## config.mk

```make
export PLATFORM = sky130hd
export DESIGN_NAME = axis_byte_upsizer
export DESIGN_NICKNAME = d
export VERILOG_FILES = /design/src/rtl/axis_byte_upsizer.sv
export SDC_FILE = /design/constraint.sdc
export NUM_CORES = 1
export LEC_CHECK = 0
export ABC_AREA = 1
export CAP_MARGIN = 20
export CORE_ASPECT_RATIO = 0.75
export CORE_UTILIZATION = 50
export DETAILED_ROUTE_END_ITERATION = 8
export PLACE_DENSITY = 0.77
export SLEW_MARGIN = 5
export SYNTH_ARGS = -nofsm -noshare
export SYNTH_HDL_FRONTEND = slang
export SYNTH_SLANG_ARGS = --single-unit
```

## constraint.sdc

```tcl
create_clock -name clk -period 3 [get_ports clk]
set_clock_uncertainty 0.05 [all_clocks]
set_input_delay 0.3 -clock clk [delete_from_list [all_inputs] [get_ports clk]]
set_output_delay 0.3 -clock clk [all_outputs]
set_load 0.01 [all_outputs]
```

## src/rtl/axis_byte_upsizer.sv

```systemverilog
// axis_byte_upsizer: packs an 8-bit byte stream into OUT_BYTES-wide words
// with a contiguous keep mask, preserving packet boundaries.
//
// Ports:
//   clk, reset        clock, asynchronous active-high reset
//   s_data/s_valid/s_ready/s_last           byte-wide input stream
//   m_data/m_keep/m_valid/m_ready/m_last    word-wide output stream
//                                           (lane 0 = earliest byte)
//   pkt_cnt           packets completed on the output, wraps
//
// Storage is an assembly register plus the output register; when both are
// occupied the input is blocked through the registered s_ready.
module axis_byte_upsizer #(
  parameter int unsigned OUT_BYTES = 4,
  parameter int unsigned CNT_W     = 16
) (
  input  logic                   clk,
  input  logic                   reset,
  input  logic [7:0]             s_data,
  input  logic                   s_valid,
  output logic                   s_ready,
  input  logic                   s_last,
  output logic [8*OUT_BYTES-1:0] m_data,
  output logic [OUT_BYTES-1:0]   m_keep,
  output logic                   m_valid,
  input  logic                   m_ready,
  output logic                   m_last,
  output logic [CNT_W-1:0]       pkt_cnt
);

  localparam int unsigned DATA_W    = 8 * OUT_BYTES;
  localparam int unsigned LANE_W    = $clog2(OUT_BYTES);
  localparam int unsigned LAST_LANE = OUT_BYTES - 1;

  logic [DATA_W-1:0]    asm_data_q, asm_data_d;
  logic [OUT_BYTES-1:0] asm_keep_q, asm_keep_d;
  logic                 asm_last_q, asm_last_d;
  logic [LANE_W-1:0]    lane_q, lane_d;
  logic                 asm_hold_q, asm_hold_d;
  logic                 s_ready_q, s_ready_d;
  logic [DATA_W-1:0]    m_data_q, m_data_d;
  logic [OUT_BYTES-1:0] m_keep_q, m_keep_d;
  logic                 m_valid_q, m_valid_d;
  logic                 m_last_q, m_last_d;
  logic [CNT_W-1:0]     pkt_cnt_q, pkt_cnt_d;

  // Assembly word with the current byte merged in, plus handshake terms
  logic [DATA_W-1:0]    merge_data;
  logic [OUT_BYTES-1:0] merge_keep;
  logic                 out_free;
  logic                 accept;
  logic                 word_done;

  // State register
  always_ff @(posedge clk or posedge reset) begin
    if (reset) begin
      asm_data_q <= '0;
      asm_keep_q <= '0;
      asm_last_q <= 1'b0;
      lane_q     <= '0;
      asm_hold_q <= 1'b0;
      s_ready_q  <= 1'b1;
      m_data_q   <= '0;
      m_keep_q   <= '0;
      m_valid_q  <= 1'b0;
      m_last_q   <= 1'b0;
      pkt_cnt_q  <= '0;
    end else begin
      asm_data_q <= asm_data_d;
      asm_keep_q <= asm_keep_d;
      asm_last_q <= asm_last_d;
      lane_q     <= lane_d;
      asm_hold_q <= asm_hold_d;
      s_ready_q  <= s_ready_d;
      m_data_q   <= m_data_d;
      m_keep_q   <= m_keep_d;
      m_valid_q  <= m_valid_d;
      m_last_q   <= m_last_d;
      pkt_cnt_q  <= pkt_cnt_d;
    end
  end

  // Next-state: byte packing, hold drain, output handshake, packet count
  always_comb begin
    asm_data_d = asm_data_q;
    asm_keep_d = asm_keep_q;
    asm_last_d = asm_last_q;
    lane_d     = lane_q;
    asm_hold_d = asm_hold_q;
    m_data_d   = m_data_q;
    m_keep_d   = m_keep_q;
    m_valid_d  = m_valid_q;
    m_last_d   = m_last_q;
    pkt_cnt_d  = pkt_cnt_q;

    out_free  = !m_valid_q || m_ready;
    accept    = s_valid && !asm_hold_q;
    word_done = accept && ((lane_q == LANE_W'(LAST_LANE)) || s_last);

    merge_data = asm_data_q;
    for (int i = 0; i < OUT_BYTES; i++) begin
      if (lane_q == LANE_W'(i)) merge_data[8*i +: 8] = s_data;
    end
    merge_keep = asm_keep_q | (OUT_BYTES'(1) << lane_q);

    if (m_valid_q && m_ready) begin
      m_valid_d = 1'b0;
      if (m_last_q) pkt_cnt_d = pkt_cnt_q + CNT_W'(1);
    end

    if (asm_hold_q) begin
      // s_ready is low, so no byte can arrive while a held word drains
      if (out_free) begin
        m_data_d   = asm_data_q;
        m_keep_d   = asm_keep_q;
        m_last_d   = asm_last_q;
        m_valid_d  = 1'b1;
        asm_data_d = '0;
        asm_keep_d = '0;
        asm_last_d = 1'b0;
        lane_d     = '0;
        asm_hold_d = 1'b0;
      end
    end else if (accept) begin
      if (word_done) begin
        if (out_free) begin
          m_data_d   = merge_data;
          m_keep_d   = merge_keep;
          m_last_d   = s_last;
          m_valid_d  = 1'b1;
          asm_data_d = '0;
          asm_keep_d = '0;
          asm_last_d = 1'b0;
          lane_d     = '0;
        end else begin
          asm_data_d = merge_data;
          asm_keep_d = merge_keep;
          asm_last_d = s_last;
          asm_hold_d = 1'b1;
        end
      end else begin
        asm_data_d = merge_data;
        asm_keep_d = merge_keep;
        lane_d     = lane_q + LANE_W'(1);
      end
    end

    s_ready_d = !asm_hold_d;
  end

  assign s_ready = s_ready_q;
  assign m_data  = m_data_q;
  assign m_keep  = m_keep_q;
  assign m_valid = m_valid_q;
  assign m_last  = m_last_q;
  assign pkt_cnt = pkt_cnt_q;

endmodule

```

==> metrics.md, run 1 <==
| Metric | Value |
|---|---|
| Placer Congestion | `0.855` |
| GRT Util Overall | `24.4%` |
| Initial Util | `52.6%` |
| Core footprint | `9270 um^2` |
| CP Capture Type | `flip-flop` |
| Number of global-route vias before repair | `3859` |
| Reg2Reg Capture Point | `m_data[10]` |
| Antenna violations before repair | `0` |
| Pin count of the biggest net entering global routing | `56` |
| Simple-Gate Fraction of Synth Area | `25.5%` |
| Yosys top cell area share | `48.3%` |
| Cts repair resizes | `0` |
| Post-synth top flop | `dfrtp_1` |
| Pwr/cell area | `957 nW/um^2` |
| Root Buffer | `clkbuf_16` |
| WL/cell | `14.2 um` |
| Yosys top cell by area | `dfrtp_1` |
| Startpoint Class | `flip-flop` |
| CP max FO | `33` |
| Most frequent cell after synthesis | `nand2_1` |
| Seq cells post-synth | `95` |
| Tcrit/Tclk final | `78.4%` |
| Clock Latency Late Sink | `0.34 ns` |
| First-pass GRT wire length | `19000 um` |
| Final #Nets | `670` |
| Synthesized area | `4870 um^2` |
| Slew HR | `50.2%` |
| Post-Syn Instances | `592` |
| Post-CTS Setup Repair Bufs | `0` |
| Yosys Warn Count | `0` |
| Vias per cell | `5.13` |
| Yosys cell types | `32` |
| Post-synthesis async set-or-reset flop share | `100%` |
| Syn_nets | `614` |
| Syn-to-layout area delta | `19.8%` |
| Status | `complete, no violations` |
| Final slew viol count | `0` |
| Endpoints failing setup | `0` |
| Num CTS Buffers | `9` |
| Sink Count | `95` |
| Worst Slack Setup Final | `0.648 ns` |
| Cell count of the worst reg-to-reg path | `7` |
| ANT nets after route | `0` |
| Total negative slack | `0 ns` |
| Drt first pass iters | `5` |
| Critical path class | `flip-flop to flip-flop` |
| Die X-Extent | `116 um` |
| RSZ-0062 raised after global routing | `no` |
| Post-synthesis compound-gate area fraction | `11.2%` |
| DR vias | `4000` |
| Seq/Total Area, Yosys | `48.8%` |
| Avg Cell Area, Syn | `8.23 um^2` |
| Die Ht | `87.5 um` |
| Worst Setup SP | `lane_q[0]` |
| Mux cell area share after synthesis | `0.231%` |
| Maxcap violations | `0` |
| CTS clock-pin slew for the worst setup and hold paths | `0.07 ns` |
| CP endpoint | `m_data[10]` |
| Post-synthesis xor/xnor area fraction | `1.62%` |
| Adder-Cell Fraction of Synth Area | `2.31%` |
| DRC | `0` |
| R2r setup slk | `0.65 ns` |
| Die Area | `10200 um^2` |
| Arrival time of the worst setup path | `2.58 ns` |
| H-tree depth | `3` |
| Critical Path RT | `3.23 ns` |
| Boundary Pins | `68` |
| Overflow after GRT | `0` |
| Pre-CTS WS | `0.644 ns` |
| Post-route minimum period | `2.35 ns` |
| Post-synth EDFFs | `0` |
| Dpl hpwl | `7500 um` |
| IO buf count | `67` |
| Worst Hold Class | `input pin to async pin` |
| # hold bufs at CTS | `0` |
| Worst-Margin Slew | `0.747 ns` |
| Top cells by count, synth | `nand2_1 (215), dfrtp_1 (94), inv_1 (74)` |
| Synth area leaders | `dfrtp_1 (48%), nand2_1 (17%), inv_1 (5.7%), nand3_1 (4.1%), o21ai_0 (3.8%)` |
| Ant diodes | `0` |
| FP Rows | `30` |
| Layout cells sized above 1 | `8.59%` |
| Peak VDD IR | `563 uV` |
| Reg2reg start | `lane_q[0]` |
| Hold Violations, Final | `0` |
| Max Fclk | `0.425 GHz` |
| CTS max path bufs | `2` |
| Largest family of logic cells by synthesized area | `simple AND/OR/NAND/NOR gates` |
| CTS tree | `done` |
| Final wirelength | `11100 um` |
| Static Leakage | `0.00295 uW` |
| Initial DRC count | `308` |
==> flip-flops by register name, summed over array words and instances, names as in the netlist <==
signal / cells
asm_data_q: 32
m_data: 32
pkt_cnt: 16
asm_keep_q: 4
m_keep: 4
lane_q: 2
asm_hold_q: 1
asm_last_q: 1
m_last: 1
m_valid: 1
s_ready: 1
==> how the worst min path moves through the flow <==
stage | endpoint | startpoint | cells after the start
2_1_floorplan | asm_last_q | asm_last_q | 2
3_3_place_gp | asm_last_q | asm_last_q | 2
3_5_place_dp | m_data[19] | m_data[19] | 2
4_1_cts | pkt_cnt[9] | reset | 2
5_1_grt | pkt_cnt[5] | reset | 2
6_report | pkt_cnt[4] | reset | 2
==> placed cells by master, fill, tap and decap left out, types with 2 or more instances in the layout <==
cell type        instances
inv_2                    2
a21oi_1                  6
clkdlybuf4s50_1         67
nor2_1                  22
nand2_1                215
ha_1                     9
or2_2                    3
o22ai_1                 17
nand3_1                 40
inv_1                   73
nor2_4                   3
nand2_4                  3
nand2_2                  3
o21ai_2                  4
o22ai_2                 14
dfrtp_1                 94
o21ai_0                 37
nand4_1                  3
clkbuf_16                9
xor2_1                   3
clkbuf_8                 2
clkinv_2                 2
xnor2_1                  6
buf_4                    3
nand3b_1                 2
==> critical path, stage by stage (launching register included) <==
cell	delay (ns)
dfrtp_1	0.44
ha_1	0.43
nor2_4	0.09
o21ai_4	0.16
nand2_2	0.31
inv_2	0.56
nand2_1	0.13
nand2_1	0.10
==> area by class of cell <==
| type | count | area, um^2 |
|---|---|---|
| repair buffers | 71 | 713 |
| well taps | 128 | 160 |
| clock inverters | 3 | 42.5 |
| clock buffers | 12 | 256 |
| fillers | 796 | 3430 |
| flip-flops and latches | 95 | 2380 |
| multi-input cells | 394 | 1990 |
| inverters | 77 | 293 |
==> power by group <==
part / switching (uW) / internal (uW)
logic: 1360 / 1060
registers: 260 / 1740
clock network: 474 / 686
total: 2100 / 3490
==> kinds of logic after synthesis <==
group           Yosys count
xor+xnor                  9
fa+ha+maj                 9
flops                    95
mux                       1
compound gates           79
simple gates            296
buf+inv                 103
==> routing by layer <==
layer  GRT usage (%)  share of wire, %
met1            33.5                49
met2            38.4                45
met3            5.08               5.0
met4            9.09               1.7
met5               0                 0
==> per-stage QoR <==
step | hold WS, ns | area [um^2] | total power, uW | instances | util [%]
floorplan | 0.392 | 4870 | 3600 | 592 | -
global route | 0.417 | 5840 | 6020 | 780 | 63.0
global placement | 0.413 | 5540 | 4330 | 765 | 59.7
CTS | 0.376 | 5840 | 5600 | 780 | 63.0
finish | 0.345 | 5840 | 5590 | 780 | 63.0
detailed placement | 0.415 | 5540 | 4430 | 765 | 59.7
Power figures use the tool's default switching activity.
==> run 2, diff against run 1 <==
==> constraint.sdc (replaced) <==
create_clock -name clk -period 2 [get_ports clk]
set_clock_uncertainty 0.05 [all_clocks]
set_input_delay 0.2 -clock clk [delete_from_list [all_inputs] [get_ports clk]]
set_output_delay 0.2 -clock clk [all_outputs]
set_load 0.01 [all_outputs]
==> run 2 against run 1 <==
Effect of this change:
- setup slack lost 0.44 ns
- sequential share of layout area shrank 0.44 points
- fmax grew 32%
- worst hold slack lost 0.20 ns
- global-route usage shrank 0.92 points
- critical endpoint is now asm_data_q[30]
- highest routed layer unchanged
==> metrics.md, run 2 (same netlist as run 1, synthesis figures left out) <==
| Metric | Value |
|---|---|
| Status | `complete, no violations` |
| Non-filler cells, final | `786 (+0.77%)` |
| Arrival time of the worst setup path | `1.94 ns (-0.64 ns)` |
| Delay-heaviest family, CP | `simple AND/OR/NAND/NOR gates` |
| Reg2Reg Capture Point | `asm_data_q[30]` |
| Critical Path RT | `2.15 ns (-1.08 ns)` |
| Cell count of the worst reg-to-reg path | `6 (-1)` |
| Placed cells | `771 (+0.78%)` |
| Initial DRC count | `218 (-29%)` |
| Number of global-route vias before repair | `3833 (-0.67%)` |
| Drt first pass iters | `6 (+1)` |
| First-pass GRT wire length | `18300 um (-3.6%)` |
| Worst Setup SP | `lane_q[1]` |
| CP Buf/Inv Count | `0 (-1)` |
| Die Ht | `87.5 um (unchanged)` |
| Die Area | `10200 um^2 (unchanged)` |
| Sink Count | `95 (unchanged)` |
| Static Leakage | `0.00298 uW (+1.1%)` |
| R2r setup slk | `0.21 ns (-0.44 ns)` |
| Sequential Area | `2380 um^2 (unchanged)` |
| # hold bufs at CTS | `0 (unchanged)` |
| CTS max path bufs | `2 (unchanged)` |
| Total power | `8320 uW (+49%)` |
| Endpoints failing setup | `0 (unchanged)` |
| Pwr/cell area | `1410 nW/um^2 (+47%)` |
| Tcrit/Tclk final | `89.4% (+11 points)` |
| Slowest cell delay on critical path | `0.43 ns (-0.13 ns)` |
| Peak VDD IR | `884 uV (+57%)` |
| Num CTS Buffers | `9 (unchanged)` |
| Worst Hold Class | `input pin to async pin` |
| CP Capture Type | `flip-flop` |
| IO buf count | `67 (unchanged)` |
| Final #Nets | `676 (+0.90%)` |
| CTS tree | `done` |
| Worst Slack Setup Final | `0.213 ns (-0.435 ns)` |
| Root Buffer | `clkbuf_16` |
| Most frequent cells in the layout | `nand2_1 (215), dfrtp_1 (94), inv_1 (73)` |
| Post-route minimum period | `1.79 ns (-0.565 ns)` |
| Die X-Extent | `116 um (unchanged)` |
| Critical-path cell list | `ha_1 -> nor2_4 -> nor2_1 -> nand2_1 -> nand2_4 -> o21ai_0` |
| Multi-input logic area | `1990 um^2 (unchanged)` |
| Post-CTS Setup Repair Bufs | `0 (unchanged)` |
| Ant diodes | `0 (unchanged)` |
| Cts repair resizes | `0 (unchanged)` |
| Total negative slack | `0 ns (unchanged)` |
| H-tree depth | `3 (unchanged)` |
| CP max FO | `32 (-3.0%)` |
| Clock Latency Late Sink | `0.35 ns (about the same)` |
| Layout cells sized above 1 | `9.27% (+0.68 points)` |
| Final slew viol count | `0 (unchanged)` |
| Hold Violations, Final | `0 (unchanged)` |
| Pin count of the biggest net entering global routing | `61 (+8.9%)` |
| CP endpoint | `asm_data_q[30]` |
| CTS clock-pin slew for the worst setup and hold paths | `0.07 ns (about the same)` |
| Filler instances | `782 (-1.8%)` |
| Antenna violations before repair | `0 (unchanged)` |
| Critical path class | `flip-flop to flip-flop` |
| Overflow after GRT | `0 (unchanged)` |
| Dpl hpwl | `7700 um (+2.8%)` |
| Worst-Margin Slew | `0.523 ns (-0.224 ns)` |
| Syn-to-layout area delta | `21.1%` |
| Commonest non-fill, non-tap cell in the layout | `nand2_1` |
| Crit-path slowest cell | `dfrtp_1` |
| Max Fclk | `0.559 GHz (+32%)` |
| Slew HR | `65.1% (+15 points)` |
| Core footprint | `9270 um^2 (unchanged)` |
| Placer Congestion | `0.838 (-2.0%)` |
| RSZ-0062 raised after global routing | `no` |
| GRT Util Overall | `23.5% (-0.92 points)` |
| Boundary Pins | `68 (unchanged)` |
| DR vias | `4042 (+1.1%)` |
| Initial Util | `52.6% (unchanged)` |
| Vias per cell | `5.14 (+0.28%)` |
| ANT nets after route | `0 (unchanged)` |
| WL/cell | `13.8 um (-2.7%)` |
| Reg2reg start | `lane_q[1]` |
| Fin util | `63.7% (+0.69 points)` |
| Levels on crit path | `6 (-1)` |
| Pre-CTS WS | `0.138 ns (-0.505 ns)` |
| Maxcap violations | `0 (unchanged)` |
| DRC | `0 (unchanged)` |
| Startpoint Class | `flip-flop` |
| FP Rows | `30 (unchanged)` |
| Final wirelength | `10900 um (-1.9%)` |
-- run 2: power by group --
group,internal [uW],switching [uW]
combinational,1630,2020
sequential,2620,372
clock,996,688
-- run 2: layer usage --
metal,vias up,share of wire (%),track usage (%)
met3,23,5.8,5.64
met4,0,2.0,8.39
li1,1979,-,-
met5,-,0,0
met1,1915,47,32.5
met2,125,46,36.2
-- run 2: worst min path at each step --
stage                from    endpoint  slack (ns)  depth (start not counted)
2_1_floorplan     m_ready  pkt_cnt[2]        0.34                          2
3_3_place_gp   asm_last_q  asm_last_q        0.41                          2
3_5_place_dp   m_data[19]  m_data[19]        0.41                          2
4_1_cts             reset  pkt_cnt[4]        0.15                          2
5_1_grt             reset  pkt_cnt[4]        0.17                          2
6_report            reset  pkt_cnt[4]        0.14                          2
-- run 2: worst register-to-register path, stage by stage, from the launching register on --
cell     delay, ns
dfrtp_1       0.43
ha_1          0.28
nor2_4        0.07
nor2_1        0.15
nand2_1       0.12
nand2_4       0.36
o21ai_0       0.19
-- run 2: final cells by class --
type	instances	area share (%)
flip-flops and latches	95	40.3
multi-input cells	394	33.8
repair buffers	77	13.3
inverters	77	5.00
clock buffers	12	4.18
well taps	128	2.71
clock inverters	3	0.742
-- run 2: through the flow --
step	hold slack [ns]	cell area, um^2
2_1_floorplan	0.338	4880
3_3_place_gp	0.411	5610
3_5_place_dp	0.414	5610
4_1_cts	0.153	5900
5_1_grt	0.175	5900
6_report	0.142	5900
==> run 3, diff against run 2 <==
--- a/config.mk
+++ b/config.mk
@@ -5,12 +5,12 @@
 export SDC_FILE = /design/constraint.sdc
 export NUM_CORES = 1
 export LEC_CHECK = 0
-export ABC_AREA = 1
+export ABC_AREA = 0
 export CAP_MARGIN = 20
 export CORE_ASPECT_RATIO = 0.75
-export CORE_UTILIZATION = 50
+export CORE_UTILIZATION = 48
 export DETAILED_ROUTE_END_ITERATION = 8
-export PLACE_DENSITY = 0.77
+export PLACE_DENSITY = 0.76
 export SLEW_MARGIN = 5
 export SYNTH_ARGS = -nofsm -noshare
 export SYNTH_HDL_FRONTEND = slang
==> run 3 against run 2 <==
Effect of this change:
- the flow now finishes with violations (design-rule violations)
- sequential cell count unchanged
- setup slack got worse by 0.0082 ns
- via count shrank 25%
- global-route usage decreased by 2.1 points
- power is 14% lower
- design area shrank 8.2%
- cell count fell by 30%
==> metrics.md, run 3 <==
| Metric | Value |
|---|---|
| Synth area leaders | `dfrtp_1 (55%), mux2i_1 (7.7%), a32o_1 (5.8%), o21ai_0 (4.7%), nand2_1 (4.3%)` |
| Cts repair resizes | `0 (unchanged)` |
| Yosys cell types | `44 (+38%)` |
| Slowest cell delay on critical path | `0.47 ns (+0.04 ns)` |
| Critical-path cell list | `ha_1 -> nor2_1 -> o21ai_4 -> o21ai_2 -> a32o_1` |
| Yosys Warn Count | `0 (unchanged)` |
| Dpl hpwl | `6330 um (-18%)` |
| Initial Util | `50.0% (-2.6 points)` |
| Crit-path slowest cell | `dfrtp_1` |
| WL/cell | `16.6 um (+20%)` |
| Yosys top cell by area | `dfrtp_1` |
| Core footprint | `8560 um^2 (-7.6%)` |
| Non-filler cells, final | `548 (-30%)` |
| Total negative slack | `0 ns (unchanged)` |
| M1 WL | `4470 um (-12%)` |
| Top sig layer | `met4` |
| Startpoint Class | `flip-flop` |
| First-pass GRT wire length | `15500 um (-15%)` |
| Slew HR | `67.6% (+2.5 points)` |
| Status | `complete, but fails checks` |
| Peak VDD IR | `800 uV (-9.5%)` |
| DRC | `14 (+14)` |
| # hold bufs at CTS | `0 (unchanged)` |
| Initial DRC count | `250 (+15%)` |
| Post-synthesis async set-or-reset flop share | `100% (unchanged)` |
| Final slew viol count | `0 (unchanged)` |
| Endpoints failing setup | `0 (unchanged)` |
| Die Area | `9310 um^2 (-8.3%)` |
| Placed cells | `533 (-31%)` |
| Top cells by count, synth | `dfrtp_1 (94), nand2_1 (49), o21ai_0 (40)` |
| Routed wl met2 | `4110 um (-17%)` |
| ANT nets after route | `0 (unchanged)` |
| Sink Count | `95 (unchanged)` |
| Post-synth EDFFs | `0 (unchanged)` |
| CP max FO | `8 (-75%)` |
| Arrival time of the worst setup path | `2.02 ns (+0.08 ns)` |
| Placer Congestion | `0.820 (-2.2%)` |
| FP Rows | `29 (-3.3%)` |
| Commonest non-fill, non-tap cell in the layout | `dfrtp_1` |
| Die X-Extent | `111 um (-4.3%)` |
| Boundary Pins | `68 (unchanged)` |
| Clock Latency Late Sink | `0.33 ns (-0.02 ns)` |
| Antenna violations before repair | `0 (unchanged)` |
| Root Buffer | `clkbuf_16` |
| Post-CTS Setup Repair Bufs | `0 (unchanged)` |
| Worst-Margin Slew | `0.485 ns (-0.0374 ns)` |
| Ant diodes | `0 (unchanged)` |
| Most frequent cells in the layout | `dfrtp_1 (94), clkdlybuf4s50_1 (67), nand2_1 (49)` |
| Syn-to-layout area delta | `26.5%` |
| Vias per cell | `5.56 (+8.2%)` |
| Violated checks | `design-rule violations` |
| RSZ-0062 raised after global routing | `no` |
| Syn_nets | `396 (-36%)` |
| Critical Path RT | `2.22 ns (+0.07 ns)` |
| Layout cells sized above 1 | `10.2% (+0.96 points)` |
| IO buf count | `67 (unchanged)` |
| CTS max path bufs | `2 (unchanged)` |
| Post-route minimum period | `1.80 ns (+0.00821 ns)` |
| Die Ht | `83.8 um (-4.2%)` |
| Routed length on met3 | `416 um (-34%)` |
| Maxcap violations | `0 (unchanged)` |
| Hold Violations, Final | `0 (unchanged)` |
| Number of global-route vias before repair | `3082 (-20%)` |
| Seq/Total Area, Yosys | `55.5% (+6.7 points)` |
| Max Fclk | `0.557 GHz (-0.46%)` |
| CTS tree | `done` |
| Tcrit/Tclk final | `89.8% (+0.41 points)` |
| Pwr/cell area | `1320 nW/um^2 (-6.7%)` |
| Final #Nets | `458 (-32%)` |
| Static Leakage | `0.00238 uW (-20%)` |
| Yosys top cell area share | `54.9% (+6.7 points)` |
| Worst Hold Class | `input pin to async pin` |
| Overflow after GRT | `0 (unchanged)` |
| H-tree depth | `3 (unchanged)` |
| Avg Cell Area, Syn | `11.5 um^2 (+39%)` |
| Drt first pass iters | `7 (+1)` |
| GRT Util Overall | `21.4% (-2.1 points)` |
| CP Capture Type | `flip-flop` |
| Num CTS Buffers | `9 (unchanged)` |
| Post-Syn Instances | `374 (-37%)` |
| Synthesized area | `4280 um^2 (-12%)` |
| Final wirelength | `9100 um (-16%)` |
| Seq cells post-synth | `95 (unchanged)` |
| Post-synth top flop | `dfrtp_1` |
| DR vias | `3049 (-25%)` |
| Most frequent cell after synthesis | `dfrtp_1` |
| Pin count of the biggest net entering global routing | `96 (+57%)` |
| Critical path class | `flip-flop to flip-flop` |
| Filler instances | `693 (-11%)` |
| CTS clock-pin slew for the worst setup and hold paths | `0.06 ns (about the same)` |
[run 3: cell count changes after synthesis, moves of 8 or more]
cell / previous run / this run
nand3_1: 40 / 5
o22ai_1: 17 / 0
a32o_1: 0 / 25
o22ai_2: 14 / 0
buf_6: 12 / 3
buf_1: 1 / 9
nor2_1: 22 / 14
mux2i_1: 0 / 33
nand2_1: 215 / 49
a22o_1: 0 / 8
inv_1: 74 / 5
[run 3: stage by stage]
step                      utilization (%)  instance area (um^2)  power, uW  setup slack [ns]  hold slack [ns]
final                                63.3                  5420       7130             0.204            0.328
after detailed placement             59.2                  5070       5210            0.0798            0.417
after floorplan                         -                  4290       4130             0.342            0.378
after global placement               59.2                  5070       5130             0.146            0.411
after global routing                 63.3                  5420       7550            0.0758            0.355
after CTS                            63.3                  5420       7200             0.208            0.338
[run 3: power by group]
part           switching, uW  internal, uW
clock                    672          1280
combinational           1150          1220
sequential               356          2450
[run 3: final timing paths]
check / from / end / slack (ns) / cells past startpoint
max in group asynchronous: reset / s_ready / 1.21 / 3
hold reg to reg: pkt_cnt[15] / pkt_cnt[15] / 0.43 / 1
setup / recovery: lane_q[0] / asm_data_q[12] / 0.20 / 5
setup reg to reg: lane_q[0] / asm_data_q[12] / 0.20 / 5
hold / removal: reset / pkt_cnt[11] / 0.33 / 3
min in group clk: pkt_cnt[15] / pkt_cnt[15] / 0.43 / 1
[run 3: worst max-delay path, delay by kind of cell, from the launching register on]
kind | cells | cell delay (ns)
AO/OA/AOI/OAI | 3 | 0.63
flip-flops | 1 | 0.47
AND/OR/NAND/NOR | 1 | 0.29
adder cells (fa/ha/maj) | 1 | 0.28
[run 3: cell families (layout without fill, tap and decap cells)]
group,count (synthesis),after routing,share of synthesized area [%]
muxes,34,34,7.98
adders and majority gates,9,9,2.63
and+or+nand+nor,90,90,10.5
AOI/OAI and AO/OA,97,97,16.1
xor gates and xnor gates,15,15,3.07
DFF,95,95,55.5
buffers and inverters,34,100,4.24
[run 3: layout make-up]
| cell class | instances | area, um^2 | area share, % |
|---|---|---|---|
| tap | 108 | 135 | 2.49 |
| clock buffer | 12 | 256 | 4.73 |
| sequential | 95 | 2380 | 43.9 |
| clock inverter | 3 | 90.1 | 1.66 |
| inverter | 6 | 26.3 | 0.485 |
| timing repair buffer | 79 | 798 | 14.7 |
| multi-input combinational | 245 | 1730 | 32.0 |
[run 3: layer usage]
metal | global-route usage, % | vias up
met5 | 0 | -
met4 | 5.41 | 0
met3 | 6.39 | 8
met2 | 31.0 | 65
met1 | 31.2 | 1534
li1 | - | 1442
